--- src/rtl/cpu_nic_if.sv ---
// Processor and router signals of the NIC, bundled as one bus.
interface cpu_nic_if;
    logic [0:1]  addr;
    logic [0:63] d_in;
    logic [0:63] d_out;
    logic        nicEn;
    logic        nicWrEn;
    logic        net_si;
    logic        net_ri;
    logic [0:63] net_di;
    logic        net_so;
    logic        net_ro;
    logic [0:63] net_do;
    logic        net_polarity;

    // Master: processor plus router side, driving the NIC.
    modport master (
        output addr, d_in, nicEn, nicWrEn, net_si, net_di, net_ro, net_polarity,
        input  d_out, net_ri, net_so, net_do
    );

    // Slave: the NIC itself.
    modport slave (
        input  addr, d_in, nicEn, nicWrEn, net_si, net_di, net_ro, net_polarity,
        output d_out, net_ri, net_so, net_do
    );
endinterface

--- src/rtl/cpu_nic.sv ---
// Single-entry NIC: one receive buffer and one send buffer between a
// processor register port and a router link with even/odd phase gating.
module cpu_nic (
    input  logic      clk,
    input  logic      reset,
    cpu_nic_if.slave  nic
);
    localparam int unsigned DATA_W = 64;

    localparam logic [0:1] ADDR_IN_BUF  = 2'b00;
    localparam logic [0:1] ADDR_IN_STS  = 2'b01;
    localparam logic [0:1] ADDR_OUT_BUF = 2'b10;
    localparam logic [0:1] ADDR_OUT_STS = 2'b11;

    logic [0:DATA_W-1] r_in_buf;
    logic              r_in_full;
    logic [0:DATA_W-1] r_out_buf;
    logic              r_out_full;

    logic              w_rd;
    logic              w_wr;
    logic              w_rd_in_buf;
    logic              w_wr_out_buf;
    logic              w_net_accept;
    logic              w_net_so;

    // Decoded processor accesses and link handshakes.
    assign w_rd         = nic.nicEn & ~nic.nicWrEn;
    assign w_wr         = nic.nicEn &  nic.nicWrEn;
    assign w_rd_in_buf  = w_rd & (nic.addr == ADDR_IN_BUF);
    assign w_wr_out_buf = w_wr & (nic.addr == ADDR_OUT_BUF) & ~r_out_full;
    assign w_net_accept = nic.net_si & ~r_in_full;
    // Packets leave only on the router phase that matches their bit 0.
    assign w_net_so     = r_out_full & nic.net_ro & (r_out_buf[0] == nic.net_polarity);

    assign nic.net_ri = ~r_in_full;
    assign nic.net_so = w_net_so;
    assign nic.net_do = r_out_buf;

    // Receive side: capture from router when empty, drain on processor read.
    always_ff @(posedge clk) begin
        if (reset) begin
            r_in_buf  <= '0;
            r_in_full <= 1'b0;
        end else if (w_net_accept) begin
            r_in_buf  <= nic.net_di;
            r_in_full <= 1'b1;
        end else if (w_rd_in_buf) begin
            r_in_full <= 1'b0;
        end
    end

    // Send side: load from processor when empty, drain when router takes it.
    always_ff @(posedge clk) begin
        if (reset) begin
            r_out_buf  <= '0;
            r_out_full <= 1'b0;
        end else if (w_net_so) begin
            r_out_full <= 1'b0;
        end else if (w_wr_out_buf) begin
            r_out_buf  <= nic.d_in;
            r_out_full <= 1'b1;
        end
    end

    // Processor read mux; status flags sit in the last bit (d_out[63]).
    always_comb begin
        nic.d_out = '0;
        if (w_rd) begin
            case (nic.addr)
                ADDR_IN_BUF:  nic.d_out = r_in_buf;
                ADDR_IN_STS:  nic.d_out = {{(DATA_W-1){1'b0}}, r_in_full};
                ADDR_OUT_STS: nic.d_out = {{(DATA_W-1){1'b0}}, r_out_full};
                default:      nic.d_out = '0;
            endcase
        end
    end
endmodule

--- src/flat_wrapper.sv ---
// flat-port wrapper written by rule: the top's interface ports become plain ports
module cpu_nic_flat 
  (clk, reset, nic_addr, nic_d_in, nic_nicEn, nic_nicWrEn, nic_net_si, nic_net_di, nic_net_ro, nic_net_polarity, nic_d_out, nic_net_ri, nic_net_so, nic_net_do);
  cpu_nic_if nic_i ();
  input  logic clk;
  input  logic reset;
  input wire logic [$bits(nic_i.addr)-1:0] nic_addr;
  input wire logic [$bits(nic_i.d_in)-1:0] nic_d_in;
  input wire logic [$bits(nic_i.nicEn)-1:0] nic_nicEn;
  input wire logic [$bits(nic_i.nicWrEn)-1:0] nic_nicWrEn;
  input wire logic [$bits(nic_i.net_si)-1:0] nic_net_si;
  input wire logic [$bits(nic_i.net_di)-1:0] nic_net_di;
  input wire logic [$bits(nic_i.net_ro)-1:0] nic_net_ro;
  input wire logic [$bits(nic_i.net_polarity)-1:0] nic_net_polarity;
  output wire logic [$bits(nic_i.d_out)-1:0] nic_d_out;
  output wire logic [$bits(nic_i.net_ri)-1:0] nic_net_ri;
  output wire logic [$bits(nic_i.net_so)-1:0] nic_net_so;
  output wire logic [$bits(nic_i.net_do)-1:0] nic_net_do;
  assign nic_i.addr = nic_addr;
  assign nic_i.d_in = nic_d_in;
  assign nic_i.nicEn = nic_nicEn;
  assign nic_i.nicWrEn = nic_nicWrEn;
  assign nic_i.net_si = nic_net_si;
  assign nic_i.net_di = nic_net_di;
  assign nic_i.net_ro = nic_net_ro;
  assign nic_i.net_polarity = nic_net_polarity;
  assign nic_d_out = nic_i.d_out;
  assign nic_net_ri = nic_i.net_ri;
  assign nic_net_so = nic_i.net_so;
  assign nic_net_do = nic_i.net_do;
  cpu_nic u_core (.clk(clk), .reset(reset), .nic(nic_i));
endmodule
--- config.mk ---
export PLATFORM = sky130hd
export DESIGN_NAME = cpu_nic_flat
export DESIGN_NICKNAME = d
export VERILOG_FILES = /design/src/rtl/cpu_nic_if.sv /design/src/rtl/cpu_nic.sv /design/src/flat_wrapper.sv
export SDC_FILE = /design/constraint.sdc
export NUM_CORES = 1
export LEC_CHECK = 0
export CAP_MARGIN = 0
export CORE_ASPECT_RATIO = 1.2
export CORE_MARGIN = 2
export CORE_UTILIZATION = 41
export CTS_CLUSTER_SIZE = 8
export DETAILED_ROUTE_END_ITERATION = 12
export PLACE_DENSITY_LB_ADDON = 0.2
export SYNTH_ARGS = -nofsm -noshare
export SYNTH_HDL_FRONTEND = slang
export SYNTH_SLANG_ARGS = --single-unit
--- constraint.sdc ---
create_clock -name clk -period 1.35 [get_ports clk]
set_clock_uncertainty 0.1 [all_clocks]
set_input_delay 0.2025 -clock clk [delete_from_list [all_inputs] [get_ports clk]]
set_output_delay 0.2025 -clock clk [all_outputs]
set_load 0.05 [all_outputs]
* Word level (Yosys, flattened, before mapping)
Cells that the tools add are included.
W data, S select, Z words.
** Storage, ports and cells
- Output and inout bits :: 130
- Logic and storage cells :: 28
- Bits in registers :: 130
** Cells by class
- Equality and inequality tests :: 4
- Multiplexer cells :: 4
- Reduce and logical (&&, ||, !) cells :: 4
- Bitwise operators :: 12
** Operators by type and width (count)
- $pmux W64 S3 :: 1
- $mux W64 :: 1
- $and A1 B1 Y1 :: 8
- $eq A2 B2 Y1 const B :: 2
- $not A1 Y1 :: 4
- $eq A2 B1 Y1 const B :: 1
- $logic_not A2 Y1 :: 1
- $mux W1 :: 2
- $reduce_and A2 Y1 :: 1
- $reduce_bool A2 Y1 :: 1
- $reduce_or A2 Y1 :: 1
- $eq A1 B1 Y1 :: 1

* Depth between registers and ports, before layout
- Word-level depth :: 5
- Mapped depth :: 5
- Gate-level depth less buffers :: 3

* Worst setup path before layout
Ideal clock, no wire load.
- Path type :: register -> register
- From :: reg u_core.r_out_buf, in the netlist u_core.nic.net_do[0]
- To :: reg u_core.r_out_full
- Arrival :: 1.380 ns
- Slack :: -0.277 ns
- Stages on the path, launching flop included :: 4
- Setup time :: 0.147 ns
- Period minus slack after synthesis :: 1.627 ns
- Cell sequence :: dfxtp_1 > xnor2_1 > and3_1 > a211oi_1
** On the way
- Cells in the longest elaborated chain, start to end :: 3
** Ends and longest elaborated chain
- start: declaration :: line cpu_nic.sv:17 : logic [0:DATA_W-1] r_out_buf;
- start signal: assignment :: line cpu_nic.sv:61 : r_out_buf <= nic.d_in;
- $eq A1 B1 Y1 :: line cpu_nic.sv:34 : assign w_net_so = r_out_full & nic.net_ro & (r_out_buf[0] == nic.net_polarity);
- $and A1 B1 Y1 :: line cpu_nic.sv:34
- named net nic_net_so :: line flat_wrapper.sv:17 : output wire logic [$bits(nic_i.net_so)-1:0] nic_net_so;
- $reduce_or A2 Y1 (no line)
- end signal: assignment :: line cpu_nic.sv:57 : r_out_full <= 1'b0;
- end signal: assignment :: line cpu_nic.sv:59 : r_out_full <= 1'b0;
- end signal: assignment :: line cpu_nic.sv:62 : r_out_full <= 1'b1;
- end: declaration :: line cpu_nic.sv:18 : logic r_out_full;
The timed path passes the listed nets, and every way through them passes these cells.
A chain may end at the register's enable or synchronous reset.

* Worst setup path in the final report
- From :: reg u_core.r_in_full
- To :: out nic_d_out[0]
** On the way
- Cells in the longest elaborated chain, start to end :: 2
** Ends and longest elaborated chain
- start: declaration :: line cpu_nic.sv:16 : logic r_in_full;
- start signal: assignment :: line cpu_nic.sv:44 : r_in_full <= 1'b0;
- start signal: assignment :: line cpu_nic.sv:47 : r_in_full <= 1'b1;
- start signal: assignment :: line cpu_nic.sv:49 : r_in_full <= 1'b0;
- $pmux W64 S3 :: line cpu_nic.sv:70 : case (nic.addr)
- $mux W64 :: line cpu_nic.sv:69 : if (w_rd) begin
- end: declaration :: line flat_wrapper.sv:15 : output wire logic [$bits(nic_i.d_out)-1:0] nic_d_out;
Every way passes these cells.

==> impl_results.md <==
- Status: finished with violations
- Violations in the final reports: negative setup slack
- Overflow after GRT: 0
- Count of vias placed by the detailed router: approximately 5.8k
- Worst stage delay on the critical path: between 300 and 400 ps
- Required time at the endpoint of the critical path: 1050 ps
- Initial Util: between 40% and 50%
- Post-detailed-route count of antenna-violating nets: 0
- Violation count after the first detailed-route iteration: 312
- Worst hold slack across all endpoints: between 150 and 200 ps
- Horizontal die dimension: about 110 um
- Number of buffers and inverters on the critical path: 1
- Synthesized instance count: 641
- Combined global-route utilization of all metal layers: around 28%
- Yosys Warn Count: 0
- List of cells traversed by the critical path: mux2_2, a22oi_2, nor2_2, buf_6
- TritonCTS Buffers: 17
- Wire length of the first global-routing pass: 31,920 um
- Worst Setup Slack, final: -334.7 ps
- Power per unit of standard cell area: 958.4 nW/um2
- Maximum number of pins on one net before global-route repair: 52
- Number of distinct library cells after synthesis: 21
- Measured slew at the worst slew-check pin: 462.1 ps
- Clock latency at the later pin of the worst-skew pair: 410 ps
- Clock Tree Root: sky130_fd_sc_hd__clkbuf_16
- Die Span Y: 132.9 um
- Crit. End Element: output port
- Max-slew violation total from the final report: 0
- Post-Syn Nets: a little under 800
- TritonCTS clock tree: yes
- Sum of net half-perimeters after detailed placement: 12,620 um
- Via count of the first global-routing pass: between 6k and 7k
- Tcrit/Tclk final: 124.8%
- Antenna Cells: 0
- Drt pass-1 iters: 5
- Detail-routed net length per standard cell: 19.54 um
- Std cell rows: 47
- Largest fanout on the critical path: 2
- Startpoint type of the worst setup path: register
- Crit path max-delay cell type: sky130_fd_sc_hd__dfxtp_4
- Maximum VDD drop: 0.6890 mV
- Post-route minimum period: 1685 ps
- Per-cell via count in the routed design: 5.159
- Synthesized area: about 5700 um2
- Min-delay worst type: in2reg
- Max-slew headroom: 69.20%
- Fraction of layout cells with a size suffix above 1: 36.38%
- Synthesis-stage register bit count: 130
- Final sum of negative setup slack: -26,560 ps
- Fraction of the yosys area taken by sequential cells: between 40% and 50%
- Total detailed-routing wirelength: around 22,000 um
- Total leakage power: approximately 4.4 nW
- Net count of the finished layout: 1,075
- Die Footprint: 14,810 um2
- Maximum Capacitance Violations: 0
- Cell type group with the largest total delay on the critical path: flip-flops
- Maximum count of clock buffers along a single path: 2
- Critical path class: reg2out
- Share of the synthesized area in the top cell type: 45.85%
- Synth area leaders: sky130_fd_sc_hd__dfxtp_1, sky130_fd_sc_hd__nand2b_1, sky130_fd_sc_hd__mux2i_1
- Clock Sinks: 130
- Synth-to-Final Area Change: 103.8%
- Fmax: 0.5936 GHz
- Final setup viols: 194
- I/O pin count: 267
- Number of buffers inserted by port buffering: 266
- Dominant cell type by area after synthesis: sky130_fd_sc_hd__dfxtp_1
- Crit path DAT: 1380 ps
- Number of antenna violations at the first check in global routing: 0
- Clock H-tree levels: 4
- Total DRC errors in the routed layout: 0
- Post-Syn Area per Cell: 8.856 um2
- GP Congestion: just over 0.8
- Setup repair after global routing missed its margin: true
- Clock edge transition at the registers on the reported setup and hold paths: 60 ps
- Number of hold-slack violations in the final timing report: 0
- Area inside the core boundary: 13,640 um2
[layer usage]
layer / vias to the layer above / track usage [%] / wire length, um
li1: 2640 / - / -
met1: 2761 / 28.64 / 7522
met2: 326 / 49.90 / 11290
met3: 61 / 10.22 / 2156
met4: 0 / 11.52 / 952
met5: - / 0 / 0
[flip-flops by register name (all words and copies together) (netlist names)]
name,count
u_core.nic.net_do,64
u_core.r_in_buf,64
u_core.r_in_full,1
u_core.r_out_full,1
[final timing paths]
kind / startpoint / slack, ps / cells after the start / endpoint
worst max register to register: u_core.r_out_full / -170 / 7 / u_core.nic.net_do[60]
worst min register to register: u_core.r_in_buf[8] / 360 / 2 / u_core.r_in_buf[8]
worst min-delay path: reset / 180 / 3 / u_core.nic.net_do[7]
worst max-delay path: u_core.r_in_full / -330 / 4 / nic_d_out[0]
[final cells by class]
type                            count  area, um2
Clock buffer                       21      470.5
Clock inverter                     11      200.2
Fill cell                         693       2072
Inverter                            2      7.507
Multi-Input combinational cell    463       3159
Sequential cell                   130       2611
Tap cell                          171      214.0
Timing Repair Buffer              324       4908
[cell families (layout without fill, tap and decap cells)]
logic type      Yosys count  in the layout  share of synthesized area, %
simple gates            329            330                         31.21
buf+inv                  49            358                         5.268
compound gates           67             67                         6.039
xor+xnor                  1              1                        0.1543
mux                      65             65                         11.48
flops                   130            130                         45.85
[per-stage QoR]
step | setup WS (ps) | instances | instance area [um2] | total power, W | util, %
2_1_floorplan | -64.35 | 641 | 5776 | 0.004808 | -
3_3_place_gp | -518.7 | 1052 | 9951 | 0.005597 | 72.94
3_5_place_dp | -573.7 | 1052 | 9951 | 0.005647 | 72.94
4_1_cts | -332.4 | 1122 | 11410 | 0.01098 | 83.66
5_1_grt | -376.7 | 1122 | 11570 | 0.01143 | 84.81
6_report | -334.7 | 1122 | 11570 | 0.01109 | 84.81
[cell usage after synthesis (all sizes together)]
library cell / number
buf: 26
a21oi: 64
nor3: 1
nor2: 4
mux2: 1
nand2: 128
mux2i: 64
inv: 2
nand2b: 130
clkbuf: 21
nand4b: 1
a22oi: 1
a211oi: 2
and3: 1
nor2b: 1
xnor2: 1
and2: 63
dfxtp: 130
[worst register-to-register path, cell delays in order (launching register included)]
cell	delay [ps]
sky130_fd_sc_hd__dfxtp_2	330
sky130_fd_sc_hd__buf_4	130
sky130_fd_sc_hd__buf_6	110
sky130_fd_sc_hd__buf_6	120
sky130_fd_sc_hd__nor2_8	150
sky130_fd_sc_hd__buf_12	140
sky130_fd_sc_hd__clkbuf_16	160
sky130_fd_sc_hd__mux2i_1	210
[power by group]
group	total, W	leakage (nW)	internal [W]	switching (W)
sequential	0.00411	1.06	0.00399	0.000119
combinational	0.00176	3.06	0.000986	0.000774
clock	0.00522	0.320	0.00344	0.00178
[placed cells by master, fill, tap and decap left out, drive strengths merged, types with 2 or more instances in the layout]
master	Yosys	final
mux2i	64	64
inv	2	3
nor2	4	5
nand2b	130	130
and2	63	63
clkdlybuf4s50	0	131
a211oi	2	2
nand2	128	128
buf	26	188
clkinvlp	0	2
bufinv	0	5
clkinv	0	3
dfxtp	130	130
clkbuf	21	26
a21oi	64	64
[timing repair]
action	4_1_cts	5_1_grt
pin swaps	48	24
hold buffers	0	0
gates cloned	16	5
setup buffers	22	5
endpoints found under the setup margin	130	137
resized for setup	109	57
No activity file was read; power rests on OpenSTA's default activity.
